<file path="src/rtl/fifo_wr_arbiter_if.sv">
// Signal bundle between fifo_wr_arbiter, its requesters and the FIFO write side.
// master: the arbiter's view; slave: the environment (requesters + FIFO).
interface fifo_wr_arbiter_if #(
    parameter int NUM_REQ    = 4,
    parameter int FIFO_WIDTH = 16
);
    logic [NUM_REQ-1:0]            req;
    logic [NUM_REQ*FIFO_WIDTH-1:0] req_data;
    logic [NUM_REQ-1:0]            gnt;
    logic                          fifo_full;
    logic                          fifo_almostfull;
    logic                          fifo_wr_ack;
    logic                          fifo_overflow;
    logic                          fifo_wr_en;
    logic [FIFO_WIDTH-1:0]         fifo_data_in;
    logic                          err_overflow;
    logic                          busy;

    modport master (
        input  req, req_data, fifo_full, fifo_almostfull, fifo_wr_ack, fifo_overflow,
        output gnt, fifo_wr_en, fifo_data_in, err_overflow, busy
    );

    modport slave (
        output req, req_data, fifo_full, fifo_almostfull, fifo_wr_ack, fifo_overflow,
        input  gnt, fifo_wr_en, fifo_data_in, err_overflow, busy
    );
endinterface

</file>
<file path="src/rtl/fifo_wr_arbiter.sv">
// Round-robin arbiter sharing one FIFO write port among NUM_REQ requesters; all outputs registered.
// Optional macro FIFO_ARB_ACK_CHECK_EN: missing or unexpected fifo_wr_ack also sets err_overflow.
module fifo_wr_arbiter #(
    parameter int NUM_REQ    = 4,
    parameter int FIFO_WIDTH = 16
) (
    input logic               clk,
    input logic               rst_n,
    fifo_wr_arbiter_if.master bus
);
    localparam int PTR_W = (NUM_REQ > 1) ? $clog2(NUM_REQ) : 1;

    typedef enum logic [1:0] {
        IDLE   = 2'd0,
        ISSUE  = 2'd1,
        BUBBLE = 2'd2
    } state_t;

    state_t                state;
    state_t                state_next;
    logic [PTR_W-1:0]      rr_ptr;
    logic [PTR_W-1:0]      win_idx;
    logic [PTR_W-1:0]      cand;
    logic [PTR_W-1:0]      ptr_next;
    logic                  found;
    logic                  do_grant;
    logic                  ack_err;
    logic [NUM_REQ-1:0]    gnt_q;
    logic                  wr_en_q;
    logic                  wr_en_d;
    logic                  err_q;
    logic                  busy_q;
    logic [FIFO_WIDTH-1:0] data_q;

    // Search upward from rr_ptr with wrap; first set request wins.
    always_comb begin
        found   = 1'b0;
        win_idx = '0;
        cand    = '0;
        for (int k = 0; k < NUM_REQ; k++) begin
            cand = PTR_W'((int'(rr_ptr) + k) % NUM_REQ);
            if (!found && bus.req[cand]) begin
                found   = 1'b1;
                win_idx = cand;
            end
        end
    end

    assign ptr_next = (int'(win_idx) == NUM_REQ - 1) ? '0 : win_idx + PTR_W'(1);

    // almostfull wins over a new grant in ISSUE: full lags the last write by a cycle.
    always_comb begin
        state_next = state;
        do_grant   = 1'b0;
        case (state)
            ISSUE: begin
                if (bus.fifo_almostfull) begin
                    state_next = BUBBLE;
                end else if (found && !bus.fifo_full) begin
                    do_grant   = 1'b1;
                    state_next = ISSUE;
                end else begin
                    state_next = IDLE;
                end
            end
            default: begin
                if (found && !bus.fifo_full) begin
                    do_grant   = 1'b1;
                    state_next = ISSUE;
                end else begin
                    state_next = IDLE;
                end
            end
        endcase
    end

`ifdef FIFO_ARB_ACK_CHECK_EN
    assign ack_err = (wr_en_d && !bus.fifo_overflow && !bus.fifo_wr_ack) ||
                     (!wr_en_d && bus.fifo_wr_ack);
`else
    logic unused_wr_ack;
    assign unused_wr_ack = bus.fifo_wr_ack;
    assign ack_err       = 1'b0;
`endif

    // wr_en_d marks the cycle in which the FIFO reports on the previous write.
    always_ff @(posedge clk or negedge rst_n) begin
        if (!rst_n) begin
            state   <= IDLE;
            rr_ptr  <= '0;
            gnt_q   <= '0;
            wr_en_q <= 1'b0;
            wr_en_d <= 1'b0;
            data_q  <= '0;
            err_q   <= 1'b0;
            busy_q  <= 1'b0;
        end else begin
            state   <= state_next;
            busy_q  <= (state_next != IDLE);
            wr_en_q <= do_grant;
            wr_en_d <= wr_en_q;
            gnt_q   <= do_grant ? (NUM_REQ'(1) << win_idx) : '0;
            if (do_grant) begin
                data_q <= bus.req_data[int'(win_idx)*FIFO_WIDTH +: FIFO_WIDTH];
                rr_ptr <= ptr_next;
            end
            if ((bus.fifo_overflow && wr_en_d) || ack_err) begin
                err_q <= 1'b1;
            end
        end
    end

    assign bus.gnt          = gnt_q;
    assign bus.fifo_wr_en   = wr_en_q;
    assign bus.fifo_data_in = data_q;
    assign bus.err_overflow = err_q;
    assign bus.busy         = busy_q;
endmodule

</file>
<file path="src/flat_wrapper.sv">
// flat-port wrapper written by rule: the top's interface ports become plain ports
module fifo_wr_arbiter_flat 
#(
    parameter int NUM_REQ    = 4,
    parameter int FIFO_WIDTH = 16
)
  (clk, rst_n, bus_req, bus_req_data, bus_fifo_full, bus_fifo_almostfull, bus_fifo_wr_ack, bus_fifo_overflow, bus_gnt, bus_fifo_wr_en, bus_fifo_data_in, bus_err_overflow, bus_busy);
  fifo_wr_arbiter_if #(.NUM_REQ(NUM_REQ), .FIFO_WIDTH(FIFO_WIDTH)) bus_i ();
  input logic clk;
  input logic rst_n;
  input wire logic [$bits(bus_i.req)-1:0] bus_req;
  input wire logic [$bits(bus_i.req_data)-1:0] bus_req_data;
  input wire logic [$bits(bus_i.fifo_full)-1:0] bus_fifo_full;
  input wire logic [$bits(bus_i.fifo_almostfull)-1:0] bus_fifo_almostfull;
  input wire logic [$bits(bus_i.fifo_wr_ack)-1:0] bus_fifo_wr_ack;
  input wire logic [$bits(bus_i.fifo_overflow)-1:0] bus_fifo_overflow;
  output wire logic [$bits(bus_i.gnt)-1:0] bus_gnt;
  output wire logic [$bits(bus_i.fifo_wr_en)-1:0] bus_fifo_wr_en;
  output wire logic [$bits(bus_i.fifo_data_in)-1:0] bus_fifo_data_in;
  output wire logic [$bits(bus_i.err_overflow)-1:0] bus_err_overflow;
  output wire logic [$bits(bus_i.busy)-1:0] bus_busy;
  assign bus_i.req = bus_req;
  assign bus_i.req_data = bus_req_data;
  assign bus_i.fifo_full = bus_fifo_full;
  assign bus_i.fifo_almostfull = bus_fifo_almostfull;
  assign bus_i.fifo_wr_ack = bus_fifo_wr_ack;
  assign bus_i.fifo_overflow = bus_fifo_overflow;
  assign bus_gnt = bus_i.gnt;
  assign bus_fifo_wr_en = bus_i.fifo_wr_en;
  assign bus_fifo_data_in = bus_i.fifo_data_in;
  assign bus_err_overflow = bus_i.err_overflow;
  assign bus_busy = bus_i.busy;
  fifo_wr_arbiter #(.NUM_REQ(NUM_REQ), .FIFO_WIDTH(FIFO_WIDTH)) u_core (.clk(clk), .rst_n(rst_n), .bus(bus_i));
endmodule
</file>
<file path="config.mk">
export PLATFORM = sky130hd
export DESIGN_NAME = fifo_wr_arbiter_flat
export DESIGN_NICKNAME = d
export VERILOG_FILES = /design/src/rtl/fifo_wr_arbiter_if.sv /design/src/rtl/fifo_wr_arbiter.sv /design/src/flat_wrapper.sv
export SDC_FILE = /design/constraint.sdc
export NUM_CORES = 1
export LEC_CHECK = 0
export ABC_AREA = 1
export BUFFER_PORTS_ARGS = -buffer_cell sky130_fd_sc_hd__clkbuf_2
export CORE_MARGIN = 1.5
export CORE_UTILIZATION = 44
export DETAILED_ROUTE_END_ITERATION = 10
export GPL_TIMING_DRIVEN = 0
export PLACE_DENSITY = 0.85
export SYNTH_ARGS = -nofsm -noshare
export SYNTH_HDL_FRONTEND = slang
export SYNTH_SLANG_ARGS = --single-unit
</file>
<file path="constraint.sdc">
create_clock -name clk -period 1.9 [get_ports clk]
set_clock_uncertainty 0.15 [all_clocks]
set_input_delay 0.285 -clock clk [delete_from_list [all_inputs] [get_ports clk]]
set_output_delay 0.285 -clock clk [all_outputs]
set_load 0.05 [all_outputs]
</file>
==> run_results.csv <==
group,metric,value,unit
layout,layout-drive-gt1-share,41.44,%
critical_path,crit_fanout,7,
synth,muxShareOfSynthArea,0,%
hold_path,worstHoldPathType,"in -> reg",
timing,setup_slack,-0.2633,ns
critical_path,criticalPathCategory,"reg -> reg",
synth,synth-warning-count,0,
timing,final-hold-violation-count,0,
drt,ant_nets,0,
clock_network,cts_buffers,3,
timing,fmax,462.3,MHz
floorplan,initial_core_util,45.16,%
layout,antennaDiodeCount,0,
floorplan,dieArea,5616,µm²
synth,netlist.area_leader.share,29.67,%
floorplan,core_area,5042,µm²
drt,drtPass1Iterations,5,
critical_path,cp.required,1.93,ns
synth,synth_flop_cell,"dfrtp_1",
clock_network,htree_levels,1,
layout,final_area,3246,µm²
floorplan,die_height,74.94,µm
grt,grt_max_degree,28,
critical_path,cp.arrival,2.20,ns
clock_network,insertion_delay,0.28,ns
layout,fin_nets,552,
synth,synth_compound_area_share,0.9890,%
grt,grt_usage,23.26,%
clock_network,cts_sinks,27,
placement,place_congestion,0.8838,
clock_network,clk_pin_slew_worst_paths,0.10,ns
synth,synth_simple_gate_area_share,47.91,%
timing,period_share,113.9,%
synth,ys_types,23,
grt,grt_overflow_total,0,
drt,routed_via_density,4.978,
clock_network,clk_path_buf_depth,2,
synth,yosysTopAreaCell,"dfrtp_1",
status,violations,"setup timing",
layout,areaGrowthSynthToFinish,42.53,%
timing,report.final.slew_viol_count,0,
critical_path,critPathLaunchType,"flip-flop",
timing,setup_violations,23,
synth,synthTopCellsByArea,"dfrtp_1 30%, nand2_1 21%, inv_1 13%, nand4_1 8.8%, nand3_1 6.4%",
synth,synth_edf_count,0,
grt,grt_pass1_wl,10170,µm
drt,drtIter0Drc,173,
floorplan,ios,97,
drt,wl_per_cell,12.55,µm
synth,ys_seq_elements,27,
job,drv_cap,0,
floorplan,fp.dieW,74.94,µm
drt,vias,2703,
synth,synth_top_family_by_area,"simple AND/OR/NAND/NOR gates",
placement,hpwl,4710,µm
timing,period_needed,2.163,ns
synth,netlist_area,2277,µm²
grt,grt_pass1_vias,2408,
synth,synthXorXnorAreaFrac,0,%
placement,numPortBuffers,95,
critical_path,cp-end-kind,"flip-flop",
floorplan,placementRows,26,
synth,ys_async_sr_fraction,100.0,%
status,outcome,"finished, violations left",
synth,syn-num-nets,436,
drt,drc_errors,0,
timing,rsz0062_at_grt,"yes",
clock_network,tritoncts,"built",
timing,slew-limit-headroom,53.43,%
grt,antenna_found_initial,0,
timing,tightest_slew,0.6986,ns
drt,routed_wl,6814,µm
placement,postPlaceCellArea,2889,µm²
clock_network,cts_root_buf,"clkbuf_8",
synth,ys_seq_area_share,29.67,%
synth,postSynthAreaPerCell,6.361,µm²
synth,synth_fa_ha_area_share,2.198,%
synth,synthCells,358,
## final cells by class
class                           count  area, µm²
Sequential cell                    27      676.9
Inverter                           83      326.6
Fill cell                         448       1797
Clock inverter                      1      7.507
Buffer                             18      135.1
Timing Repair Buffer              111      643.1
Tap cell                           70      87.58
Clock buffer                        3      41.29
Multi-Input combinational cell    229       1321
Timing Repair inverter              1      6.256
## flip-flops by register name, indices dropped and copies added (netlist names)
signal                   cells
u_core.bus.fifo_data_in     16
u_core.bus.gnt               4
u_core.rr_ptr                2
u_core.state                 2
u_core.bus.busy              1
u_core.bus.err_overflow      1
u_core.wr_en_d               1
## cells in the mapped netlist (3+ instances only)
cell type / instances
ha_1: 4
nand3_2: 12
inv_2: 3
nand3_1: 29
nor2_1: 6
nand4_1: 32
nand2_2: 7
nand2_1: 129
inv_1: 78
buf_2: 12
dfrtp_1: 27
buf_4: 4
## what timing repair did
action,4_1_cts,5_1_grt
endpoints found under the setup margin,24,24
resized for setup,30,16
hold endpoints to repair,27,0
pin swaps,11,15
gates cloned,3,0
hold buffers,1,0
setup buffers,12,1
## through the flow
stage | hold slack [ns] | util, % | std cells | TNS, ns | worst slack (ns)
floorplan | -0.1606 | - | 358 | -0.05813 | -0.05813
global placement | 0.2038 | 57.30 | 523 | -2.846 | -0.2142
detailed placement | 0.2019 | 57.30 | 523 | -4.066 | -0.2784
CTS | 0.05845 | 62.93 | 542 | -2.952 | -0.1582
global route | 0.06403 | 64.37 | 543 | -6.374 | -0.3419
finish | 0.06066 | 64.37 | 543 | -4.351 | -0.2633
## per-layer routing
layer	global-route usage, %	up-vias	routed length [µm]	share of wire, %
met5	0	-	0	0
met4	9.495	0	140	2.1
met3	4.418	16	541	7.9
met2	41.00	131	3333	49
met1	27.73	1224	2798	41
li1	-	1332	-	-
## layout by cell type, fill, tap and decap left out, types with 8 or more instances in the layout
cell	n
buf_4	9
buf_2	12
nand2_2	18
nand3_2	20
inv_1	75
nand2_1	113
nand3_1	19
nand4_1	32
buf_6	8
clkbuf_2	95
dfrtp_1	26
## worst max-delay path, stage by stage (launching register included)
cell and delay (ns):
dfrtp_1 0.40, buf_6 0.18, inv_8 0.06, nand2_4 0.06, nand2_4 0.06, nand2_2 0.09
nand2_2 0.07, nor2_4 0.18, nand3_4 0.15, nand3_4 0.11, buf_8 0.15, buf_6 0.12
nand2_2 0.06, nand3_2 0.07, nand2_1 0.06, nand2_1 0.05, nand2_1 0.05
## final timing paths
kind	from	to	slack, ns	cells after the start
worst max register to register	u_core.rr_ptr[0]$_DFFE_PN0P_	u_core.bus.fifo_data_in[14]$_DFFE_PN0P_	-0.26	16
worst min register to register	u_core.state[1]$_DFF_PN0_	u_core.state[1]$_DFF_PN0_	0.27	1
worst max-delay path	u_core.rr_ptr[0]$_DFFE_PN0P_	u_core.bus.fifo_data_in[14]$_DFFE_PN0P_	-0.26	16
worst min-delay path	bus_fifo_overflow	u_core.bus.err_overflow$_DFFE_PN0P_	0.06	2
min in group asynchronous	rst_n	u_core.bus.fifo_data_in[11]$_DFFE_PN0P_	0.42	2
max in group asynchronous	rst_n	u_core.rr_ptr[1]$_DFFE_PN0P_	0.69	2
## cells by family after synthesis
kind of cell / after synthesis
flip-flops: 27
adder cells (fa/ha/maj): 4
AO/OA/AOI/OAI: 4
buffers and inverters: 102
AND/OR/NAND/NOR: 221
Power is not shown: default switching activity piles up to over one toggle a cycle in this logic, so the estimate is an artifact.
